### src/rtl/dmem_lat.sv
// dmem_lat: byte-masked word RAM behind a request/valid handshake with
// independent, parameterised read and write latency.
// Optional fault checking (out-of-range / misaligned) is compiled in when the
// macro DMEM_LAT_FAULT_EN is defined; otherwise addresses wrap and err is 0.
module dmem_lat #(
  parameter int SIZE_IN_BYTES = 64,
  parameter int READ_LATENCY  = 2,
  parameter int WRITE_LATENCY = 1
) (
  input  logic        clk,
  input  logic        reset_n,
  input  logic [31:0] ip_data_addr,
  input  logic        ip_data_wr,
  input  logic [3:0]  ip_data_mask,
  input  logic [31:0] ip_data_from_proc,
  input  logic        ip_data_rd,
  output logic        op_data_valid,
  output logic [31:0] op_data_from_dmem,
  output logic        op_data_busy,
  output logic        op_data_err
);

  localparam int         AW     = $clog2(SIZE_IN_BYTES);
  localparam int         DEPTH  = SIZE_IN_BYTES / 4;
  localparam logic [3:0] RD_LAT = 4'(READ_LATENCY);
  localparam logic [3:0] WR_LAT = 4'(WRITE_LATENCY);

  typedef enum logic [1:0] {
    S_IDLE = 2'd0,
    S_WAIT = 2'd1,
    S_RESP = 2'd2
  } state_t;

  state_t      state_q, state_d;
  logic [3:0]  cnt_q, cnt_d;

  logic [31:0] addr_q;
  logic [31:0] wdata_q;
  logic [3:0]  mask_q;
  logic        is_wr_q;
  logic [31:0] rdata_q;

  logic [31:0] mem [DEPTH];

  logic        req;
  logic [3:0]  req_lat;

  logic [31:0] acc_addr;
  logic [31:0] acc_wdata;
  logic [3:0]  acc_mask;
  logic        acc_wr;
  logic [AW-3:0] acc_idx;
  logic        commit;
  logic        fault;
  logic        wr_en;
  logic        rd_en;
  logic [3:0]  lane_we;

  // A write wins over a simultaneous read, so its latency is the one used.
  assign req     = ip_data_wr | ip_data_rd;
  assign req_lat = ip_data_wr ? WR_LAT : RD_LAT;

  // State register and latency counter.
  always_ff @(posedge clk or negedge reset_n) begin
    if (!reset_n) begin
      state_q <= S_IDLE;
      cnt_q   <= '0;
    end else begin
      state_q <= state_d;
      cnt_q   <= cnt_d;
    end
  end

  // Next-state logic: accept only in IDLE, count down in WAIT, single RESP cycle.
  always_comb begin
    state_d = state_q;
    cnt_d   = cnt_q;
    case (state_q)
      S_IDLE: begin
        if (req) begin
          if (req_lat == 4'd1) begin
            state_d = S_RESP;
          end else begin
            state_d = S_WAIT;
            cnt_d   = req_lat - 4'd1;
          end
        end
      end
      S_WAIT: begin
        cnt_d = cnt_q - 4'd1;
        if (cnt_q == 4'd1) state_d = S_RESP;
      end
      S_RESP: state_d = S_IDLE;
      default: begin
        state_d = S_IDLE;
        cnt_d   = '0;
      end
    endcase
  end

  // Outputs decoded from the registered state.
  always_comb begin
    op_data_valid = (state_q == S_RESP);
    op_data_busy  = (state_q != S_IDLE);
  end

  assign op_data_from_dmem = rdata_q;

  // Capture the request on acceptance; inputs are ignored afterwards.
  always_ff @(posedge clk or negedge reset_n) begin
    if (!reset_n) begin
      addr_q  <= '0;
      wdata_q <= '0;
      mask_q  <= '0;
      is_wr_q <= 1'b0;
    end else if (state_q == S_IDLE && req) begin
      addr_q  <= ip_data_addr;
      wdata_q <= ip_data_from_proc;
      mask_q  <= ip_data_mask;
      is_wr_q <= ip_data_wr;
    end
  end

  // With latency 1 the access happens on the accepting edge itself, so the
  // live inputs are used while in IDLE and the captured copy otherwise.
  always_comb begin
    if (state_q == S_IDLE) begin
      acc_addr  = ip_data_addr;
      acc_wdata = ip_data_from_proc;
      acc_mask  = ip_data_mask;
      acc_wr    = ip_data_wr;
    end else begin
      acc_addr  = addr_q;
      acc_wdata = wdata_q;
      acc_mask  = mask_q;
      acc_wr    = is_wr_q;
    end
  end

  assign acc_idx = acc_addr[AW-1:2];
  assign commit  = (state_d == S_RESP);

`ifdef DMEM_LAT_FAULT_EN
  logic oob;
  logic misalign;
  logic err_q;

  // Fault classification: out of range, or low address bits misaligned to the mask.
  always_comb begin
    oob      = (acc_addr >= 32'(SIZE_IN_BYTES));
    misalign = 1'b0;
    case (acc_mask)
      4'b1111:          misalign = |acc_addr[1:0];
      4'b0011, 4'b1100: misalign = acc_addr[0];
      default:          misalign = 1'b0;
    endcase
  end

  assign fault = oob | misalign;

  // Fault flag latched alongside the access, shown only during RESP.
  always_ff @(posedge clk or negedge reset_n) begin
    if (!reset_n)    err_q <= 1'b0;
    else if (commit) err_q <= fault;
  end

  assign op_data_err = err_q & (state_q == S_RESP);
`else
  logic unused_addr_bits;
  assign unused_addr_bits = ^{acc_addr[31:AW], acc_addr[1:0]};
  assign fault            = 1'b0;
  assign op_data_err      = 1'b0;
`endif

  assign wr_en = commit & acc_wr & ~fault;
  assign rd_en = commit & ~acc_wr;

  genvar gi;
  generate
    for (gi = 0; gi < 4; gi++) begin : g_lane
      assign lane_we[gi] = wr_en & acc_mask[gi];
    end
  endgenerate

  // Byte-masked write port; contents are never reset.
  always_ff @(posedge clk) begin
    for (int k = 0; k < 4; k++) begin
      if (lane_we[k]) mem[acc_idx][8*k +: 8] <= acc_wdata[8*k +: 8];
    end
  end

  // Registered read port; holds its value until the next read response.
  always_ff @(posedge clk or negedge reset_n) begin
    if (!reset_n)   rdata_q <= '0;
    else if (rd_en) rdata_q <= fault ? 32'h0 : mem[acc_idx];
  end

endmodule

### config.mk
export PLATFORM = sky130hd
export DESIGN_NAME = dmem_lat
export DESIGN_NICKNAME = d
export VERILOG_FILES = /design/src/rtl/dmem_lat.sv
export SDC_FILE = /design/constraint.sdc
export NUM_CORES = 1
export LEC_CHECK = 0
export BUFFER_PORTS_ARGS = -buffer_cell sky130_fd_sc_hd__buf_4
export CORE_MARGIN = 2
export CORE_UTILIZATION = 40
export CTS_CLUSTER_DIAMETER = 30
export DETAILED_ROUTE_END_ITERATION = 8
export SLEW_MARGIN = 0
export SYNTH_ARGS = -nofsm -noshare
export SYNTH_HDL_FRONTEND = slang
export SYNTH_SLANG_ARGS = --single-unit
### constraint.sdc
create_clock -name clk -period 3 [get_ports clk]
set_input_delay 0.45 -clock clk [delete_from_list [all_inputs] [get_ports clk]]
set_output_delay 0.45 -clock clk [all_outputs]
set_load 0.005 [all_outputs]
==> results.md <==
Status:
- The flow ran to the end, and the final reports show no timing, DRC or antenna violations.

Yosys:
- After synthesis the cells add up to 0.02246 sq mm.
- The async set or reset register ratio after synthesis is 13.37%.
- Summed over its instances, the top area cell type makes up around two thirds of the synthesized netlist area.
- The number of cells produced by synthesis is 1459.
- The synthesized area per cell is 15.39 sq um.
- Ranked by instance count, the synthesized netlist is headed by edfxtp_1, a22oi_1, a21oi_1, nand2_1, nor2_1.
- The library cell with the highest instance count after synthesis is edfxtp_1.
- The synthesized net count is approximately 1500.
- After synthesis the netlist holds a flip-flop and latch count of between 500 and 600.
- Sorting the synthesized cells by area gives the leading types as edfxtp_1, dfrtp_1, a22oi_1, a21oi_1, nand2_1.
- Summing the sequential cell areas from Yosys gives approximately 77% of the chip area.
- The primary flip-flop cell chosen by synthesis mapping is edfxtp_1.
- The number of warnings reported in the yosys synthesis log is 0.
- The cell taking the most area after synthesis is edfxtp_1.
- The synthesized design contains 512 enable-type register cells.
- The netlist uses 39 different library cells.

Cells and area:
- Across the whole layout, storage elements account for around 0.017 sq mm.
- The final cell count without fillers is between 2000 and 3000.
- The multi-input combinational cells in the finished layout cover a total of 0.004661 sq mm.
- Cells fill between 50% and 60% of the core in the end.
- The total of fill cells in the finished design is between 4000 and 5000.
- The net count of the finished layout is about 1700.
- The total inserted antenna cells is 0.
- Cells with a size suffix above 1 make up around 24% of the layout.
- The summed area of non-filler cells in the final layout is between 0.02 and 0.03 sq mm.
- Relative to the synthesized area, the layout overhead comes to 26.95%.

Drt:
- The post-detailed-route DRC marker count is 0.
- The first-iteration detailed-routing DRC count is 1222.
- Using the TritonRoute via totals, the vias-per-cell ratio works out to between 5 and 6.
- The total wire length after detailed routing is between 50 and 60 mm.
- Detailed routing inserted a total of ~14000 vias.
- The number of detailed-route iterations in the first pass is 7.
- Once detail routing completed, the nets flagged for antenna violations numbered 0.
- After detailed routing, the average wire length per cell comes to 22.32 um.

Place:
- The congestion estimate from routability-driven global placement came to roughly 0.8.
- The sum of net half-perimeters after detailed placement is approximately 34 mm.
- The post-placement cell count is ~2300.
- The instance area after placement is 0.02461 sq mm.
- The count of buffers added on input and output ports is 77.
- The minimum setup slack after placement is -0.01335 ns.

Worst setup path:
- The critical path goes through nor2_4, inv_2, a31oi_4, buf_4, a21oi_1, nor4_2, buf_4, a21oi_1.
- For the worst setup path, the data arrival time is about 3.3 ns.
- The critical path launch point type is a register.
- STA puts the critical path data required time at about 3.5 ns.
- In this run the worst path has a maximum fanout of 12.
- The slowest stage of the critical path is the a31oi_4 cell.
- The kind of end point of the critical path is a register.
- The critical path is of the reg -> reg type.
- For this run, the slowest stage of the critical path takes 0.50 ns.

Timing:
- The number of max-slew violations in the final report is 0.
- The minimum clock period is approximately 2.8 ns.
- The final setup violation count is 0.
- At the pin with the least slew margin, the transition time is 0.8239 ns.
- The total negative setup slack is 0 ns.
- Dividing the final minimum period by the clock period gives between 90% and 100%.
- Setup repair after global routing left no endpoint under its margin.
- The number of hold violations in the final report is 0.
- The upper clock frequency limit is around 0.36 GHz.
- The setup slack after layout is roughly 0.19 ns.
- The clock arrives with 0.01584 ns of skew.
- Measured against its own limit, the worst slew margin works out to roughly 45%.

Floorplan:
- The area of the die is 0.05806 sq mm.
- The total area inside the core boundary comes to about 0.055 sq mm.
- The chip height is about 240 um.
- The initial core utilization is about 41%.
- The initialized floorplan defines 86 standard-cell rows.
- The number of ports placed on the die boundary is around 110.
- In this run the horizontal extent of the chip is 241.0 um.

Power and ir drop:
- The switching portion of total power is between 30% and 40%.
- The share of total power dissipated in the clock network is 38.1%.
- Summed over all nets, the switching power comes to around 11 mW.
- Per report_power, the sequential group accounts for between 30% and 40% of the total.
- Internal power comes to between 20 and 25 mW.
- Combinational cells account for 27.3% of the total power.
- The leakage component of the power is between 9 and 10 nW.
- The worst-case IR drop observed on VDD is ~0.55 mV.
- Dividing total power by cell area gives a power density of around 1200 mW/mm^2.

GRT:
- Across every metal layer, demand over resource in global routing totals approximately 20%.
- Entering global routing, the biggest net connects 68 pins.
- The remaining global-route overflow is 0.
- The number of antenna violations at the first check in global routing is 0.
- The number of global-route vias before repair came to ~14000.
- The global-route wire length before repair is about 85 mm.

Clock network:
- The clock transition at the registers of the reported paths is 0.05 ns.
- TritonCTS built the clock tree.
- The number of buffers created by CTS is between 100 and 150.
- For this design, the sink count on the clock tree is approximately 590.
- The insertion delay to the later sink of the worst-skew pair is ~0.64 ns.
- The maximum clock path buffer count is 3.
- The tree is rooted in a clkbuf_16.
- The depth of the CTS H-tree is 3.

Min path:
- The min-delay analysis places its worst path in the category in -> reg.

Job:
- The max capacitance violation total is 0.
==> repair_timing <==
action / 4_1_cts / 5_1_grt
endpoints found under the setup margin: 1 / 8
resized for setup: 1 / 1
pin swaps: 0 / 0
buffers inserted: 0 / 0
hold buffers: 1 / 0
endpoints found under the hold margin: 36 / 0
==> worst paths after layout <==
path	from	end	slack [ns]	cells past startpoint
hold / removal	ip_data_from_proc[1]	wdata_q[1]	0.06	2
max in group asynchronous	reset_n	wdata_q[16]	2.01	3
hold reg to reg	mask_q[1]	mask_q[1]	0.50	1
setup reg to reg	state_q[1]	op_data_from_dmem[23]	0.19	8
min in group asynchronous	reset_n	op_data_from_dmem[1]	0.35	2
setup / recovery	state_q[1]	op_data_from_dmem[23]	0.19	8
==> cells by family after synthesis <==
group | synth area share [%]
adders and majority gates | 0.1114
DFF | 77.26
AOI/OAI and AO/OA | 12.77
buffers and inverters | 2.340
xor gates and xnor gates | 0.07801
other | 0.01670
muxes | 2.095
and+or+nand+nor | 5.326
==> sequential cells by signal, indices dropped and copies added, names as in the netlist <==
name	flops
is_wr_q	1
wdata_q	32
mask_q	4
state_q	2
op_data_from_dmem	32
addr_q	4
cnt_q	4
mem	512
==> stage by stage <==
step           total power [mW]  hold WS, ns
2_1_floorplan             16.93       0.1544
3_3_place_gp              20.68       0.4850
3_5_place_dp              20.90       0.4902
4_1_cts                   33.73      0.02167
5_1_grt                   34.96      0.03769
6_report                  33.48      0.05772
==> cell type report <==
cell class	count	area share (%)
Inverter	10	0.1317
Timing Repair Buffer	193	5.749
Tap cell	748	3.283
Sequential cell	591	60.86
Clock buffer	123	9.857
Multi-Input combinational cell	763	16.35
Clock inverter	80	3.770
==> critical path, delay by kind of cell (launching register included) <==
family / cells / cell delay (ns)
and+or+nand+nor: 2 / 0.84
DFF: 1 / 0.48
buffers and inverters: 3 / 0.71
AOI/OAI and AO/OA: 3 / 0.62
==> cell usage in the layout (no fill, tap or decap), drive strengths merged <==
cell type,n
o21a,1
o21ai,7
nor4,32
buf,192
a22o,1
a31oi,3
nand2,134
ha,2
bufinv,23
dfrtp,79
or4,1
o211ai,1
a21oi,162
dlygate4sd3,1
mux2,40
xnor2,2
clkinv,38
mux2i,2
clkinvlp,11
clkbuf,123
nor2,98
nor2b,1
nor3b,3
nand2b,2
conb,1
o31ai,2
or4b,2
edfxtp,512
nor3,8
o31a,1
a22oi,256
nand3,1
inv,18
==> routing by layer <==
layer	wire length, um	track usage [%]
met4	1522	8.137
met3	3354	3.969
met5	0	0
met1	24010	26.26
met2	27080	31.74
==> power by group through the flow <==
stage | Combinational (mW) | Sequential, mW | Clock, mW
6_report | 9.14 | 11.6 | 12.8
5_1_grt | 9.98 | 11.7 | 13.3
4_1_cts | 9.24 | 11.6 | 12.9
3_5_place_dp | 9.17 | 11.7 | 0
3_3_place_gp | 9.00 | 11.7 | 0
2_1_floorplan | 5.34 | 11.6 | 0
No activity file was read; power rests on OpenSTA's default activity.
